`config.mk`:
```
export PLATFORM = sky130hd
export DESIGN_NAME = call_stack
export DESIGN_NICKNAME = d
export VERILOG_FILES = /design/src/rtl/call_stack.sv
export SDC_FILE = /design/constraint.sdc
export NUM_CORES = 1
export LEC_CHECK = 0
export CAP_MARGIN = 20
export CORE_MARGIN = 8
export CORE_UTILIZATION = 35
export CTS_BUF_LIST = sky130_fd_sc_hd__clkbuf_4
export DETAILED_ROUTE_END_ITERATION = 10
export PLACE_DENSITY = 0.55
export SYNTH_ARGS = -nofsm -noshare
export SYNTH_HDL_FRONTEND = slang
export SYNTH_SLANG_ARGS = --single-unit
```
`constraint.sdc`:
```
create_clock -name clk -period 4.05 [get_ports clk]
set_input_delay 0.405 -clock clk [delete_from_list [all_inputs] [get_ports clk]]
set_output_delay 0.405 -clock clk [all_outputs]
set_load 0.03 [all_outputs]
```
`src/rtl/call_stack.sv`:
```
// LIFO return-address store for call/ret: push on CALL, combinational top read
// plus pop on RET, with sticky overflow/underflow flags, flush and high-water mark.
module call_stack #(
    parameter int DATA_W = 19,
    parameter int DEPTH  = 8,
    parameter int SP_W   = 4
) (
    input  logic              clk,
    input  logic              reset,
    input  logic              push,
    input  logic [DATA_W-1:0] push_data,
    input  logic              pop,
    output logic [DATA_W-1:0] pop_data,
    input  logic              flush,
    input  logic              err_clear,
    output logic [SP_W-1:0]   sp,
    output logic              stack_empty,
    output logic              stack_full,
    output logic              overflow,
    output logic              underflow,
    output logic [SP_W-1:0]   high_water
);

    localparam int AW = (DEPTH > 1) ? $clog2(DEPTH) : 1;

    logic [DATA_W-1:0] mem [DEPTH];

    logic [SP_W-1:0] sp_q, sp_next;
    logic [SP_W-1:0] hw_q, hw_next;
    logic            ovf_q, unf_q;
    logic            ovf_evt, unf_evt;
    logic            wr_en;
    logic [AW-1:0]   wr_addr;
    logic [AW-1:0]   top_idx;
    logic            empty, full;

    assign empty   = (sp_q == '0);
    assign full    = (sp_q == SP_W'(DEPTH));
    assign top_idx = AW'(sp_q - 1'b1);

    // Next-state decode: flush beats push/pop; push+pop replaces the top entry.
    always_comb begin
        sp_next = sp_q;
        wr_en   = 1'b0;
        wr_addr = '0;
        ovf_evt = 1'b0;
        unf_evt = 1'b0;
        if (flush) begin
            sp_next = '0;
        end else if (push && pop) begin
            wr_en = 1'b1;
            if (empty) begin
                wr_addr = '0;
                sp_next = SP_W'(1);
            end else begin
                wr_addr = top_idx;
            end
        end else if (push) begin
            if (full) begin
                ovf_evt = 1'b1;
            end else begin
                wr_en   = 1'b1;
                wr_addr = AW'(sp_q);
                sp_next = sp_q + 1'b1;
            end
        end else if (pop) begin
            if (empty) begin
                unf_evt = 1'b1;
            end else begin
                sp_next = sp_q - 1'b1;
            end
        end
    end

    always_comb begin
        hw_next = hw_q;
        if (flush) begin
            hw_next = '0;
        end else if (sp_next > hw_q) begin
            hw_next = sp_next;
        end
    end

    always_ff @(posedge clk or posedge reset) begin
        if (reset) begin
            sp_q  <= '0;
            hw_q  <= '0;
            ovf_q <= 1'b0;
            unf_q <= 1'b0;
        end else begin
            sp_q  <= sp_next;
            hw_q  <= hw_next;
            // A new error event wins over a simultaneous clear.
            ovf_q <= ovf_evt | (ovf_q & ~err_clear);
            unf_q <= unf_evt | (unf_q & ~err_clear);
        end
    end

    // Storage is never reset; a write racing an asserted reset is dropped.
    always_ff @(posedge clk) begin
        if (wr_en && !reset) begin
            mem[wr_addr] <= push_data;
        end
    end

    assign pop_data    = empty ? '0 : mem[top_idx];
    assign sp          = sp_q;
    assign stack_empty = empty;
    assign stack_full  = full;
    assign overflow    = ovf_q;
    assign underflow   = unf_q;
    assign high_water  = hw_q;

endmodule

```
==> metrics.csv, run 1 <==
stage,metric,value,unit
synth,synth_nets,409,
clock_tree,clkTransAtPathRegs,0.13,ns
sta,fin_skew,0.01063,ns
floorplanning,dieWidth,153.9,um
pwr,p_int,2.846,mW
placement,hpwl,8.269,mm
sta,post-route-period-util,87.69,%
floorplanning,design.portCount,56,
placement,io_buffers,55,
worst_setup_path,critPathCaptureType,output port,
flow_run,drv_cap,0,
run_status,status,"finished, final reports clean",
drt,drc,0,
sta,fmaxAchievable,0.2816,GHz
floorplanning,rows,50,
grt,grt_usage,12.09,%
synth,synthMuxAreaShare,13.69,%
synth,synth_top_area_cell,edfxtp_1,
finish,drive_gt1_share,25.55,%
drt,avgViaCountPerCell,4.975,
synth,yosys.cell_count.top_type,edfxtp_1,
worst_setup_path,crit_buf_inv,2,
worst_hold_path,hold_class,in2async,
clock_tree,numCtsBuffers,17,
clock_tree,clkLatencyLatePin,0.51,ns
synth,synthArstFlopShare,6.173,%
placement,pre_cts_ws,0.5613,ns
placement,place_area,7600,um2
worst_setup_path,crit_required,3.64,ns
synth,synth-simple-area-share,3.799,%
clock_tree,cts_tree,built,
synth,synth_top_area_share,68.61,%
sta,maxSlewHeadroom,29.40,%
worst_setup_path,crit_type,reg2out,
clock_tree,ctsResizeCount,0,
synth,synth_top_family_by_area,multiplexers,
synth,synth_warnings,0,
placement,dp_cells,660,
synth,ys_types,39,
grt,grt_max_degree,45,
worst_setup_path,r2r_start,sp[1]$_DFF_PP0_,
clock_tree,cts_setup_buffers,0,
grt,antenna_found_initial,1,
worst_setup_path,arrival,3.15,ns
clock_tree,h-tree-depth,4,
sta,setup_slack,0.4986,ns
synth,synth_commonest_cells,"edfxtp_1, inv_1, mux4_2, o22ai_1, nor2_1",
pwr,power_density,532.2,nW/um2
floorplanning,start_util,35.57,%
clock_tree,cts_max_path_buffers,2,
finish,fin_cells,693,
synth,synthFlopType,edfxtp_1,
drt,ant_nets,0,
clock_tree,postCtsHoldBufs,0,
worst_setup_path,critPathMaxStageDelay,0.87,ns
sta,min_period,3.551,ns
synth,synth_compound_area_share,3.893,%
sta,hold_violations,0,
synth,synthTopCellsByArea,"edfxtp_1, mux4_2, dfrtp_1, inv_1, o22ai_1",
finish,fillers,1666,
pwr,swShare,32.05,%
floorplanning,dieHeight,153.9,um
sta,setup_viol,0,
placement,place.gp.congestion,0.7721,
drt,num_vias,3448,
pwr,vdd_ir_drop_max,0.0003282,V
drt,wl_per_cell,19.76,um
worst_setup_path,crit_fanout,19,
sta,worst_slew_pin_slew,1.059,ns
finish,nets,479,
clock_tree,clockRootBuffer,clkbuf_4,
synth,netlist_area,6653,um2
grt,first_global_vias,3782,
pwr,combPwrFrac,33.3,%
pwr,p_leak,2.704,nW
finish,areaGrowthSynthToFinish,18.30,%
grt,grt_pass1_wl,21.37,mm
finish,fin_area,7870,um2
sta,rsz0062_at_grt,false,
sta,whs,0.2155,ns
worst_setup_path,start_kind,register,
worst_setup_path,critPathTopFamily,compound AO/OA/AOI/OAI gates,
pwr,pwr-share-seq,45.2,%
finish,final_util,42.07,%
clock_tree,clock-sinks,162,
pwr,p_clk_share,21.4,%
synth,ys_seq_area_share,72.37,%
synth,synthAdderAreaFrac,1.693,%
floorplanning,die-area,23670,um2
sta,slew_violations,0,
drt,routed_wl,13.69,mm
synth,syn_avg_cell_area,17.74,um2
synth,netlist_instances,375,
sta,setup_tns,0,ns
floorplanning,core,18710,um2
pwr,netSwitchingPower,1.343,mW
worst_setup_path,cp_cell_sequence,inv_1 > ha_1 > nand3b_1 > o21a_1 > o22ai_1 > buf_12,
pwr,p_total,4.188,mW
synth,synth_xor_area_share,0.2633,%
worst_setup_path,cp-startpoint,sp[1]$_DFF_PP0_,
grt,grt_overflow,0,
synth,synth_seq_cells,162,
drt,drt_pass1_iterations,5,
drt,drt_iter0_markers,271,
synth,synth_edf_count,152,
worst_setup_path,critical-path-slowest-cell,o21a_1,
[logic make-up after synthesis]
kind of cell | after synthesis
AOI/OAI and AO/OA | 40
xor gates and xnor gates | 2
adders and majority gates | 9
buffers and inverters | 71
DFF | 162
muxes | 42
and+or+nand+nor | 49
[cells in the final DEF (no fill, tap or decap), types with 4 or more instances in the layout]
master	count
buf_12	8
nor2_2	8
or3_1	4
nor2_1	8
clkbuf_4	22
ha_1	9
nor2b_1	4
o22ai_1	19
buf_4	26
nand2_1	9
edfxtp_1	152
inv_1	52
clkdlybuf4s50_1	36
a21oi_1	6
mux4_2	39
dfrtp_1	9
[state kept, by name (all words and copies together) (netlist names)]
signal      count
high_water      4
underflow       1
sp              4
overflow        1
mem           152
[power by group through the flow]
stage	Clock, mW	Combinational (mW)	Sequential [mW]
after detailed placement	0	1.42	1.93
after global placement	0	1.41	1.93
final	0.898	1.40	1.89
after floorplan	0	0.861	1.97
after global routing	0.998	1.52	1.90
after CTS	0.932	1.43	1.90
[worst paths after layout]
kind,endpoint,slack (ns),cells past startpoint
worst max-delay path,pop_data[18],0.50,6
worst min-delay path,overflow$_DFF_PP0_,0.22,2
worst max register to register,high_water[3]$_DFFE_PP0P_,0.54,12
worst min register to register,overflow$_DFF_PP0_,0.56,2
max in group asynchronous,sp[0]$_DFF_PP0_,3.52,2
min in group clk,overflow$_DFF_PP0_,0.50,2
[cell type report]
class	count	area (um2)	share of cell area [%]
inverters	52	195.2	2.480
multi-input cells	142	1580	20.08
well taps	234	292.8	3.720
clock buffers	22	165.2	2.099
repair buffers	70	715.7	9.094
diodes	1	2.502	0.03180
flip-flops and latches	162	4816	61.19
clock inverters	10	102.6	1.304
[layer usage]
layer	part of all wire, %	GRT usage, %
met1	44	14.81
met2	51	20.80
met3	5.1	3.139
met4	0.49	3.360
met5	0	0
No activity file was read; power rests on OpenSTA's default activity.
==> run 2: changes to the inputs <==
Settings changed: CORE_ASPECT_RATIO set to 1.2, DONT_BUFFER_PORTS set to 1, PLACE_DENSITY 0.55 to 0.51.
==> metrics.csv, run 2 (synthesized netlist as in run 1, its figures left out) <==
stage,metric,value,unit,change
worst_setup_path,crit_required,3.64,ns,about the same
clock_tree,clockRootBuffer,clkbuf_4,,
placement,io_buffers,0,,-100%
placement,place.gp.congestion,0.7320,,-5.2%
floorplanning,dieWidth,141.9,um,-7.8%
finish,final_util,41.17,%,-0.90 points
pwr,swShare,32.49,%,+0.43 points
run_status,status,"finished, final reports clean",,
grt,grt_max_degree,45,,unchanged
floorplanning,dieHeight,167.0,um,+8.6%
worst_setup_path,crit_type,reg2out,,
worst_setup_path,rrSetupSlack,0.63,ns,+0.09 ns
drt,routed_wl,13.89,mm,+1.4%
sta,min_period,3.443,ns,-0.1082 ns
grt,antenna_found_initial,1,,unchanged
worst_setup_path,critPathCaptureType,output port,,
drt,drc,0,,unchanged
drt,ant_nets,0,,unchanged
pwr,p_int,2.759,mW,-3.1%
pwr,pwr-share-seq,47.0,%,+1.8 points
placement,place_area,7189,um2,-5.4%
finish,mostFrequentLayoutCell,edfxtp_1,,
clock_tree,clkLatencyLatePin,0.55,ns,+0.04 ns
placement,hpwl,7.986,mm,-3.4%
finish,areaGrowthSynthToFinish,15.84,%,
sta,setup_tns,0,ns,unchanged
grt,first_global_vias,3694,,-2.3%
worst_hold_path,hold_class,in2reg,,
clock_tree,numCtsBuffers,17,,unchanged
clock_tree,h-tree-depth,4,,unchanged
worst_setup_path,r2r-end,high_water[3]$_DFFE_PP0P_,,
clock_tree,cts_setup_buffers,0,,unchanged
pwr,p_clk_share,23.5,%,+2.1 points
worst_setup_path,crit_fanout,19,,unchanged
worst_setup_path,crit_top_cell,buf_4,,
grt,grt_pass1_wl,21.87,mm,+2.4%
finish,top_register,mem,,
worst_setup_path,critPathMaxStageDelay,0.87,ns,about the same
worst_setup_path,cp-startpoint,sp[2]$_DFF_PP0_,,
sta,setup_viol,0,,unchanged
finish,final_cell_mix,"edfxtp_1, inv_1, mux4_2, buf_4, dlygate4sd3_1",,
drt,wl_per_cell,19.84,um,+0.42%
floorplanning,rows,55,,+10%
placement,dp_cells,644,,-2.4%
sta,slew_violations,0,,unchanged
finish,drive_gt1_share,26.19,%,+0.64 points
drt,drt_pass1_iterations,4,,-1
finish,multi_input_area,1580,um2,unchanged
pwr,p_leak,2.648,nW,-2.1%
finish,fin_area,7706,um2,-2.1%
sta,maxSlewHeadroom,29.41,%,about the same
finish,fin_cells,700,,+1.0%
sta,rsz0062_at_grt,false,,
sta,post-route-period-util,85.02,%,-2.7 points
sta,fmaxAchievable,0.2904,GHz,+3.1%
sta,whs,0.05506,ns,-0.1605 ns
clock_tree,cts_max_path_buffers,2,,unchanged
finish,largest_reg_flops,152,,unchanged
clock_tree,ctsResizeCount,0,,unchanged
worst_setup_path,cp_cell_sequence,buf_4 > nand3b_1 > o21a_1 > o22ai_1 > buf_4,,
worst_setup_path,r2r_start,sp[0]$_DFF_PP0_,,
drt,drt_iter0_markers,281,,+3.7%
grt,grt_overflow,0,,unchanged
pwr,netSwitchingPower,1.327,mW,-1.1%
floorplanning,core,18720,um2,about the same
finish,nets,464,,-3.1%
flow_run,drv_cap,0,,unchanged
clock_tree,clkTransAtPathRegs,0.14,ns,about the same
clock_tree,postCtsHoldBufs,23,,+23
clock_tree,cts_tree,built,,
floorplanning,die-area,23690,um2,about the same
grt,grt_usage,12.55,%,+0.46 points
pwr,vdd_ir_drop_max,0.0002029,V,-38%
floorplanning,start_util,35.54,%,about the same
worst_setup_path,r2r_cells,12,,unchanged
clock_tree,clock-sinks,162,,unchanged
drt,num_vias,3423,,-0.73%
sta,hold_violations,0,,unchanged
pwr,power_density,530.2,nW/um2,-0.37%
worst_setup_path,arrival,3.04,ns,-0.11 ns
worst_setup_path,crit_path_end,pop_data[2],,
finish,fillers,1742,,+4.6%
drt,avgViaCountPerCell,4.890,,-1.7%
sta,fin_skew,0.02112,ns,+0.01049 ns
worst_setup_path,start_kind,register,,
worst_setup_path,critical-path-slowest-cell,o21a_1,,
finish,seq_area,4816,um2,unchanged
sta,worst_slew_pin_slew,1.059,ns,-0.0001499 ns
pwr,combPwrFrac,29.5,%,-3.8 points
floorplanning,design.portCount,56,,unchanged
[run 2: final cells by class]
class / count / area share [%]
repair buffers: 55 / 6.592
flip-flops and latches: 162 / 62.49
clock buffers: 20 / 1.948
inverters: 52 / 2.533
diodes: 1 / 0.03247
well taps: 256 / 4.157
clock inverters: 12 / 1.737
multi-input cells: 142 / 20.51
[run 2: how the worst min path moves through the flow]
stage,end,start,depth (start not counted)
finish,sp[0]$_DFF_PP0_,flush,2
global route,sp[0]$_DFF_PP0_,flush,2
CTS,sp[0]$_DFF_PP0_,flush,2
detailed placement,underflow$_DFF_PP0_,reset,1
global placement,underflow$_DFF_PP0_,reset,1
floorplan,high_water[0]$_DFFE_PP0P_,reset,1
[run 2: critical path, delay by kind of cell (launching register included)]
| family | cells | cell delay (ns) |
|---|---|---|
| simple gates | 1 | 0.22 |
| flops | 1 | 0.59 |
| compound gates | 2 | 1.18 |
| buf+inv | 2 | 0.48 |
[run 2: metrics by stage]
step           total power, mW  setup WS, ns
2_1_floorplan            2.827        0.3528
3_3_place_gp             3.151        0.6975
3_5_place_dp             3.158        0.6331
4_1_cts                  4.142        0.4903
5_1_grt                  4.308        0.3490
6_report                 4.086        0.6068
[run 2: per-layer routing]
| metal | track usage (%) | wire length [um] | vias to the layer above |
|---|---|---|---|
| li1 | - | - | 1565 |
| met1 | 14.85 | 6030 | 1769 |
| met2 | 21.16 | 7107 | 71 |
| met3 | 3.461 | 540 | 18 |
| met4 | 4.960 | 211 | 0 |
| met5 | 0 | 0 | - |
[run 2: power groups by stage]
stage	logic, mW	clock network [mW]	registers, mW
after floorplan	0.861	0	1.97
after global routing	1.33	1.05	1.93
final	1.21	0.959	1.92
after detailed placement	1.20	0	1.96
after CTS	1.24	0.983	1.92
after global placement	1.19	0	1.96
==> run 3: changes to the inputs <==
Settings changed: SLEW_MARGIN set to 20.
==> results of run 3 <==
Final layout, timing and power as in run 2 (identical DEF).
